===== src/rtl/vga_test_unit.sv =====
`timescale 1ns/1ps
// vga_test_unit
//   VGA 640x480@60 test-pattern generator for board bring-up. Free-running
//   pixel/line counters drive active-low syncs and an RGB332 pixel stream;
//   switches pick the pattern (latched only at frame boundaries), LEDs echo
//   the switches.
// Ports
//   clk    in   1  system clock, rising edge
//   reset  in   1  synchronous, active-high
//   sw     in   8  sw[2:0] pattern select, sw[7:3] solid colour for modes 5-7
//   hsync  out  1  horizontal sync, active low
//   vsync  out  1  vertical sync, active low
//   rgb    out  8  {R[2:0],G[2:0],B[1:0]}, 0 outside the active area
//   led    out  8  registered copy of sw
module vga_test_unit #(
  parameter int CLK_DIV = 2,
  parameter int H_ACT   = 640,
  parameter int H_FP    = 16,
  parameter int H_SYNC  = 96,
  parameter int H_BP    = 48,
  parameter int V_ACT   = 480,
  parameter int V_FP    = 10,
  parameter int V_SYNC  = 2,
  parameter int V_BP    = 33
) (
  input  logic       clk,
  input  logic       reset,
  input  logic [7:0] sw,
  output logic       hsync,
  output logic       vsync,
  output logic [7:0] rgb,
  output logic [7:0] led
);

  localparam int H_TOT = H_ACT + H_FP + H_SYNC + H_BP;
  localparam int V_TOT = V_ACT + V_FP + V_SYNC + V_BP;
  // Counters are at least 10 bits so the x[9:2] / x[5] pattern taps always exist.
  localparam int HW    = (H_TOT > 1024) ? $clog2(H_TOT) : 10;
  localparam int VW    = (V_TOT > 1024) ? $clog2(V_TOT) : 10;
  localparam int DW    = (CLK_DIV > 1) ? $clog2(CLK_DIV) : 1;
  localparam int BAR_W = H_ACT / 8;

  logic [DW-1:0] r_div;
  logic [HW-1:0] r_h;
  logic [VW-1:0] r_v;
  logic [7:0]    r_mode;

  logic          w_tick;
  logic          w_h_last;
  logic          w_v_last;
  logic          w_active;
  logic          w_hs_n;
  logic          w_vs_n;
  logic [2:0]    w_bar;
  logic [7:0]    w_pix;

  // Pixel tick: with CLK_DIV=1 the divider stays at 0 and the tick is constant.
  assign w_tick   = (r_div == DW'(CLK_DIV - 1));
  assign w_h_last = (r_h == HW'(H_TOT - 1));
  assign w_v_last = (r_v == VW'(V_TOT - 1));
  assign w_active = (r_h < HW'(H_ACT)) && (r_v < VW'(V_ACT));
  assign w_hs_n   = !((r_h >= HW'(H_ACT + H_FP)) &&
                      (r_h <  HW'(H_ACT + H_FP + H_SYNC)));
  assign w_vs_n   = !((r_v >= VW'(V_ACT + V_FP)) &&
                      (r_v <  VW'(V_ACT + V_FP + V_SYNC)));
  assign w_bar    = 3'(r_h / HW'(BAR_W));

  always_ff @(posedge clk) begin
    if (reset) begin
      r_div <= '0;
      r_h   <= '0;
      r_v   <= '0;
    end else begin
      r_div <= w_tick ? '0 : r_div + DW'(1);
      if (w_tick) begin
        if (w_h_last) begin
          r_h <= '0;
          r_v <= w_v_last ? '0 : r_v + VW'(1);
        end else begin
          r_h <= r_h + HW'(1);
        end
      end
    end
  end

  // Mode is captured on the same tick that wraps the counters to (0,0),
  // so the whole following frame uses one pattern.
  always_ff @(posedge clk) begin
    if (reset) begin
      r_mode <= '0;
    end else if (w_tick && w_h_last && w_v_last) begin
      r_mode <= sw;
    end
  end

  always_comb begin
    w_pix = '0;
    case (r_mode[2:0])
      3'd0: w_pix = '0;
      3'd1: w_pix = {{3{w_bar[2]}}, {3{w_bar[1]}}, {2{w_bar[0]}}};
      3'd2: w_pix = (r_h[5] ^ r_v[5]) ? '1 : '0;
      3'd3: w_pix = r_h[9:2];
      3'd4: w_pix = ((r_h == '0) || (r_h == HW'(H_ACT - 1)) ||
                     (r_v == '0) || (r_v == VW'(V_ACT - 1))) ? '1 : '0;
      default: w_pix = {r_mode[7:3], r_mode[7:5]};
    endcase
  end

  // Syncs and pixel share one register stage so they stay aligned.
  always_ff @(posedge clk) begin
    if (reset) begin
      hsync <= 1'b1;
      vsync <= 1'b1;
      rgb   <= '0;
    end else begin
      hsync <= w_hs_n;
      vsync <= w_vs_n;
      rgb   <= w_active ? w_pix : '0;
    end
  end

  always_ff @(posedge clk) begin
    if (reset) begin
      led <= '0;
    end else begin
      led <= sw;
    end
  end

endmodule


===== config.mk =====
export PLATFORM = sky130hd
export DESIGN_NAME = vga_test_unit
export DESIGN_NICKNAME = d
export VERILOG_FILES = /design/src/rtl/vga_test_unit.sv
export SDC_FILE = /design/constraint.sdc
export NUM_CORES = 1
export LEC_CHECK = 0
export CORE_AREA = 2 2 90 92
export DETAILED_ROUTE_END_ITERATION = 10
export DIE_AREA = 0 0 92 94
export PLACE_DENSITY = 0.52
export SLEW_MARGIN = 20
export SYNTH_ARGS = -nofsm -noshare
export SYNTH_HDL_FRONTEND = slang
export SYNTH_SLANG_ARGS = --single-unit

===== constraint.sdc =====
create_clock -name clk -period 2.2 [get_ports clk]
set_input_delay 0.44 -clock clk [delete_from_list [all_inputs] [get_ports clk]]
set_output_delay 0.44 -clock clk [all_outputs]
set_load 0.03 [all_outputs]

---- After elaboration in Yosys (flattened, before gate mapping) ----
Index checks and enable logic that the tools add are counted.
word-level totals
  bits in registers ....................... 47
  input port bits ......................... 10
operators by class
  order comparisons ....................... 6
  div/mod/pow operators ................... 1
  reduce and logical (&&, ||, !) cells .... 16
  mux-type cells .......................... 5
  equal/unequal tests ..................... 8
  bitwise operators ....................... 2
  $add $sub $neg .......................... 3
operators with widths
  kind                                                   count
  case mux 8 bit (5 select lines)                        1
  equality test 10 bit (second input constant)           3
  adder 10 x 1 -> 10 bit (second input constant)         2
  logical NOT 10 bit                                     2
  < comparator 10 bit (second input constant)            2
  < comparator 10 x 9 -> 1 bit (second input constant)   2
  two-way mux 10 bit                                     2
  two-way mux 8 bit                                      2
  divider 10 x 7 -> 10 bit (second input constant)       1
  equality test 10 x 9 -> 1 bit (second input constant)  1
  >= comparator 10 bit (second input constant)           1
  >= comparator 10 x 9 -> 1 bit (second input constant)  1
  equality test 3 x 2 -> 1 bit (second input constant)   2
  logical AND 1 bit                                      5
  OR reduction 2 bit                                     2
  equality test 3 x 1 -> 1 bit (second input constant)   1
  equality test 3 bit (second input constant)            1
  logical NOT 3 bit                                      1
  logical OR 1 bit                                       3
  logical NOT 1 bit                                      2
  AND reduction 2 bit                                    1
  adder 1 bit (second input constant)                    1
  inverter 1 bit                                         1
  bitwise XOR 1 bit                                      1

---- Longest topological paths before layout ----
Gate-level depths: netlist of run 1.
  word-level depth ........................ 6
  mapped depth ............................ 8

---- Worst setup path after synthesis of run 1 ----
Ideal clock, no wire load.
  kind .................................... reg-to-reg
  start ................................... reg r_h[0]
  end ..................................... reg r_v[0]
  cell stages (with the launch flop) ...... 8
  setup slack ............................. 0.415 ns
  period minus slack after synthesis ...... 1.785 ns
  arrival time ............................ 1.671 ns
  cell sequence ........................... dfxtp_1 > ha_1 > nand3_1 > nor4_4 > nand2_2 > nand2b_1 > buf_4 > nor2_1
on the way
  longest elaborated chain between the ends .. 2
ends and longest elaborated chain
  item                           RTL line  text
  start, declared                44        logic [HW-1:0] r_h;
  start signal, assigned         80        r_h <= r_h + HW'(1);
  equality test 10 bit           59        assign w_h_last = (r_h == HW'(H_TOT - 1));
  AND reduction 2 bit (no line)  -
  end signal, assigned           78        r_v <= w_v_last ? '0 : r_v + VW'(1);
  end, declared                  45        logic [VW-1:0] r_v;
Every way passes these cells.
A chain may end at the register's enable or synchronous reset.

---- Final worst setup path of run 1 ----
  start ................................... reg r_v[7]
  end ..................................... reg rgb[4]
on the way
  longest elaborated chain between the ends .. 5
ends and longest elaborated chain
  item                                                                  RTL line  text
  branches (longest 5 deep; another with < comparator 10 x 9 -> 1 bit)  -
  end signal, assigned                                                  118       rgb <= w_active ? w_pix : '0;
  end, declared                                                         31        output logic [7:0] rgb,
Several ways; the timed one is not identified.

==> results of run 1 <==
[state kept, by name (all words and copies together), names as in the netlist]
signal,count
r_h,10
r_v,10
led,8
r_mode,8
rgb,8
hsync,1
r_div,1
vsync,1
[path summary, 6_finish.rpt]
check	start	to	slack, ns	depth (start not counted)
setup / recovery	r_v[7]$_SDFFE_PP0P_	rgb[4]$_SDFF_PP0_	0.32	5
hold / removal	r_v[1]$_SDFFE_PP0P_	r_v[1]$_SDFFE_PP0P_	0.49	2
setup reg to reg	r_v[7]$_SDFFE_PP0P_	rgb[4]$_SDFF_PP0_	0.32	5
hold reg to reg	r_v[1]$_SDFFE_PP0P_	r_v[1]$_SDFFE_PP0P_	0.49	2
[placed cells by master (no fill, tap or decap), types with 3 or more instances in the layout]
master           Yosys  final
a21oi_1              6      6
a22o_1               4      4
a31oi_1              7      7
a32oi_1              6      6
and3_1               4      4
buf_4                1     12
clkbuf_8             0      5
clkdlybuf4s50_1      0     27
dfxtp_1             47     47
ha_1                 4      4
inv_1                4      4
mux2i_1              9      9
nand2_1             10     10
nand2b_1             9      9
nand3_1             10     10
nand3b_1             3      3
nand4_1             10     10
nor2_1              32     32
nor2b_1             12     12
nor3_1               7      7
nor3b_1              3      3
o21ai_0              5      5
or4_1                3      3
xnor2_1              5      5
xor2_1              15     15
[logic make-up (layout without fill, tap and decap cells)]
kind of cell               Yosys count  count (layout)  synth area share, %
and+or+nand+nor                    115             115                 28.1
DFF                                 47              47                 41.6
AOI/OAI and AO/OA                   38              38                 12.1
buffers and inverters               22              51                 4.15
xor gates and xnor gates            20              20                 7.75
muxes                                9               9                 3.99
adders and majority gates            4               4                 2.21
[final cells by class]
| type | count | area [um2] | share of cell area (%) |
|---|---|---|---|
| clock buffers | 5 | 68.8 | 2.47 |
| clock inverters | 3 | 47.5 | 1.71 |
| multi-input cells | 186 | 1220 | 44.0 |
| flip-flops and latches | 47 | 941 | 33.8 |
| repair buffers | 39 | 360 | 12.9 |
| inverters | 4 | 15.0 | 0.539 |
| well taps | 102 | 128 | 4.58 |
[critical path, delay by kind of cell, from the launching register on]
family	cells	cell delay (ns)
AO/OA/AOI/OAI	2	0.37
flip-flops	1	0.36
AND/OR/NAND/NOR	3	1.06
[stage by stage]
stage               hold slack, ns  cell area [um2]  worst slack [ns]  power [mW]
global route                 0.528             2790             0.119        1.69
detailed placement           0.491             2670             0.311       0.980
global placement             0.478             2670             0.315       0.980
floorplan                    0.463             2260             0.415       0.936
CTS                          0.503             2790             0.292        1.64
finish                       0.494             2790             0.319        1.62
[per-layer routing]
metal  GRT usage, %  up-vias
met4           5.35        0
met2           18.9       31
met3           2.41        5
met1           18.0      873
met5              0        -
li1               -      958
[cells in the mapped netlist (2+ instances only)]
| library cell | count | area, um2 |
|---|---|---|
| a21oi_1 | 6 | 30.0 |
| a22o_1 | 4 | 35.0 |
| a311oi_1 | 2 | 17.5 |
| a31oi_1 | 7 | 43.8 |
| a32oi_1 | 6 | 52.6 |
| and2_1 | 2 | 12.5 |
| and3_1 | 4 | 25.0 |
| buf_1 | 3 | 11.3 |
| buf_2 | 6 | 30.0 |
| clkbuf_1 | 8 | 30.0 |
| dfxtp_1 | 47 | 941 |
| ha_1 | 4 | 50.1 |
| inv_1 | 4 | 15.0 |
| mux2i_1 | 9 | 90.1 |
| nand2_1 | 10 | 37.5 |
| nand2b_1 | 9 | 56.3 |
| nand3_1 | 10 | 50.1 |
| nand3b_1 | 3 | 22.5 |
| nand4_1 | 10 | 62.6 |
| nor2_1 | 32 | 120 |
| nor2b_1 | 12 | 75.1 |
| nor3_1 | 7 | 35.0 |
| nor3b_1 | 3 | 22.5 |
| o21ai_0 | 5 | 25.0 |
| or3_1 | 2 | 12.5 |
| or4_1 | 3 | 22.5 |
| xnor2_1 | 5 | 43.8 |
| xor2_1 | 15 | 131 |
[power by group]
part           leakage, nW  switching [mW]  internal [mW]
clock               0.0587           0.313          0.345
sequential           0.381         0.00657          0.862
combinational        0.595          0.0473         0.0428
==> flow_metrics.tcl, run 1 <==
set metrics [dict create \
    final_cells 386 \
    leakage_nw 1.03 \
    cp-end-kind "register" \
    grt_pass1_wl_um 8850 \
    hpwlAfterDp_um 3780 \
    antenna_found_initial 0 \
    clock_path_buffers 2 \
    slew_headroom_pct 60.7 \
    met3_length_um 133 \
    synth_async_sr_flop_share_pct 0 \
    htreeDepth 2 \
    area_growth_syn_to_layout_pct 23.3 \
    path_clk_slew_ns 0.10 \
    finalHoldViolations 0 \
    die_w_um 92 \
    cts_root_buf "clkbuf_8" \
    first_global_vias 1836 \
    dp_cells 378 \
    io_pins 28 \
    drc 0 \
    rsz0062_at_grt "false" \
    slowest_delay_ns 0.55 \
    ys_warn_count 0 \
    netlist_area_um2 2260 \
    wl_met2_um 2260 \
    synth_nets 269 \
    n_fill_cell 798 \
    antenna_cells 0 \
    cp_cell_sequence "or4_1 > or3_1 > nand4_2 > o31ai_1 > a311oi_1" \
    core_region_area_um2 7610 \
    portBuffers 27 \
    drt-met1-wl_um 2660 \
    highest_layer "met4" \
    clock_skew_ns 0.0111 \
    post_synth.cell_area_avg_um2 8.86 \
    grt_max_degree 24 \
    synth_seq_cells 47 \
    critical-path-slowest-cell "or4_1" \
    rows 32 \
    ir_worst_vdd_v 0.000229 \
    grt.overflow.total 0 \
    maxCapViolCount 0 \
    vias 1867 \
    drt_iter0_drc 133 \
    ant_nets 0 \
    status "finished, final reports clean" \
    avgRoutedWirePerCell_um 13.3 \
    clock.fmax_ghz 0.532 \
    viasPerCell 4.84 \
    cts_resized 0 \
    synth-edff-count 0 \
    drv_slew 0 \
    initial_utilization_pct 29.7 \
    place_congestion 0.877 \
    min_period_over_period_pct 85.5 \
    crit_fanout 6 \
    drive_above_1_share_pct 9.15 \
    period_needed_ns 1.88 \
    synth_cell_type_count 45 \
    dr.pass1.iters 4 \
    cts_setup_buffers 0 \
    die_area_um2 8650 \
    utilization_pct 36.6 \
    cts_buffers 5 \
    clock-sinks 47 \
    nets 297 \
    tns_ns 0 \
    wirelength_um 5130 \
    path_class "register to register" \
    power_density_nw_per_um2 580 \
    yosysSeqAreaShare_pct 41.6 \
    setup_violations 0 \
    worstPathRequired_ns 2.41 \
    synthFlopType "dfxtp_1" \
    grt_usage_pct 12.7 \
    clk-insertion-delay-late_ns 0.31 \
    hold_buffers 0 \
    hold_path.class "register to register" \
    tritoncts "yes" \
    cp-start-kind "register" \
    arrival_ns 2.09 \
    fp.dieH_um 94 \
    tightest_slew_ns 0.588 \
    syn_inst 255 \
]
Note: power is estimated with default switching activity, not from simulation.
==> inputs of run 2 (changes only) <==
--- a/config.mk
+++ b/config.mk
@@ -10,2 +10,3 @@
 export DIE_AREA = 0 0 92 94
+export GPL_ROUTABILITY_DRIVEN = 0
 export PLACE_DENSITY = 0.52
--- a/constraint.sdc
+++ b/constraint.sdc
@@ -3,2 +3,2 @@
 set_output_delay 0.44 -clock clk [all_outputs]
-set_load 0.03 [all_outputs]
+set_load 0.05 [all_outputs]
==> results of run 2 <==
The final DEF is identical to that of run 1. Status: finished, final reports clean.
Among the figures that moved: clock-pin slew on the worst setup and hold paths 0.10 ns -> 0.09 ns; setup slack after layout 0.319 ns -> 0.316 ns; start point of the critical path r_v[7]$_SDFFE_PP0P_ -> hsync$_SDFF_PP1_; end point of the critical path rgb[4]$_SDFF_PP0_ -> hsync; total power 1.62 mW -> 1.63 mW; worst IR drop on VDD 0.000229 V -> 0.000230 V
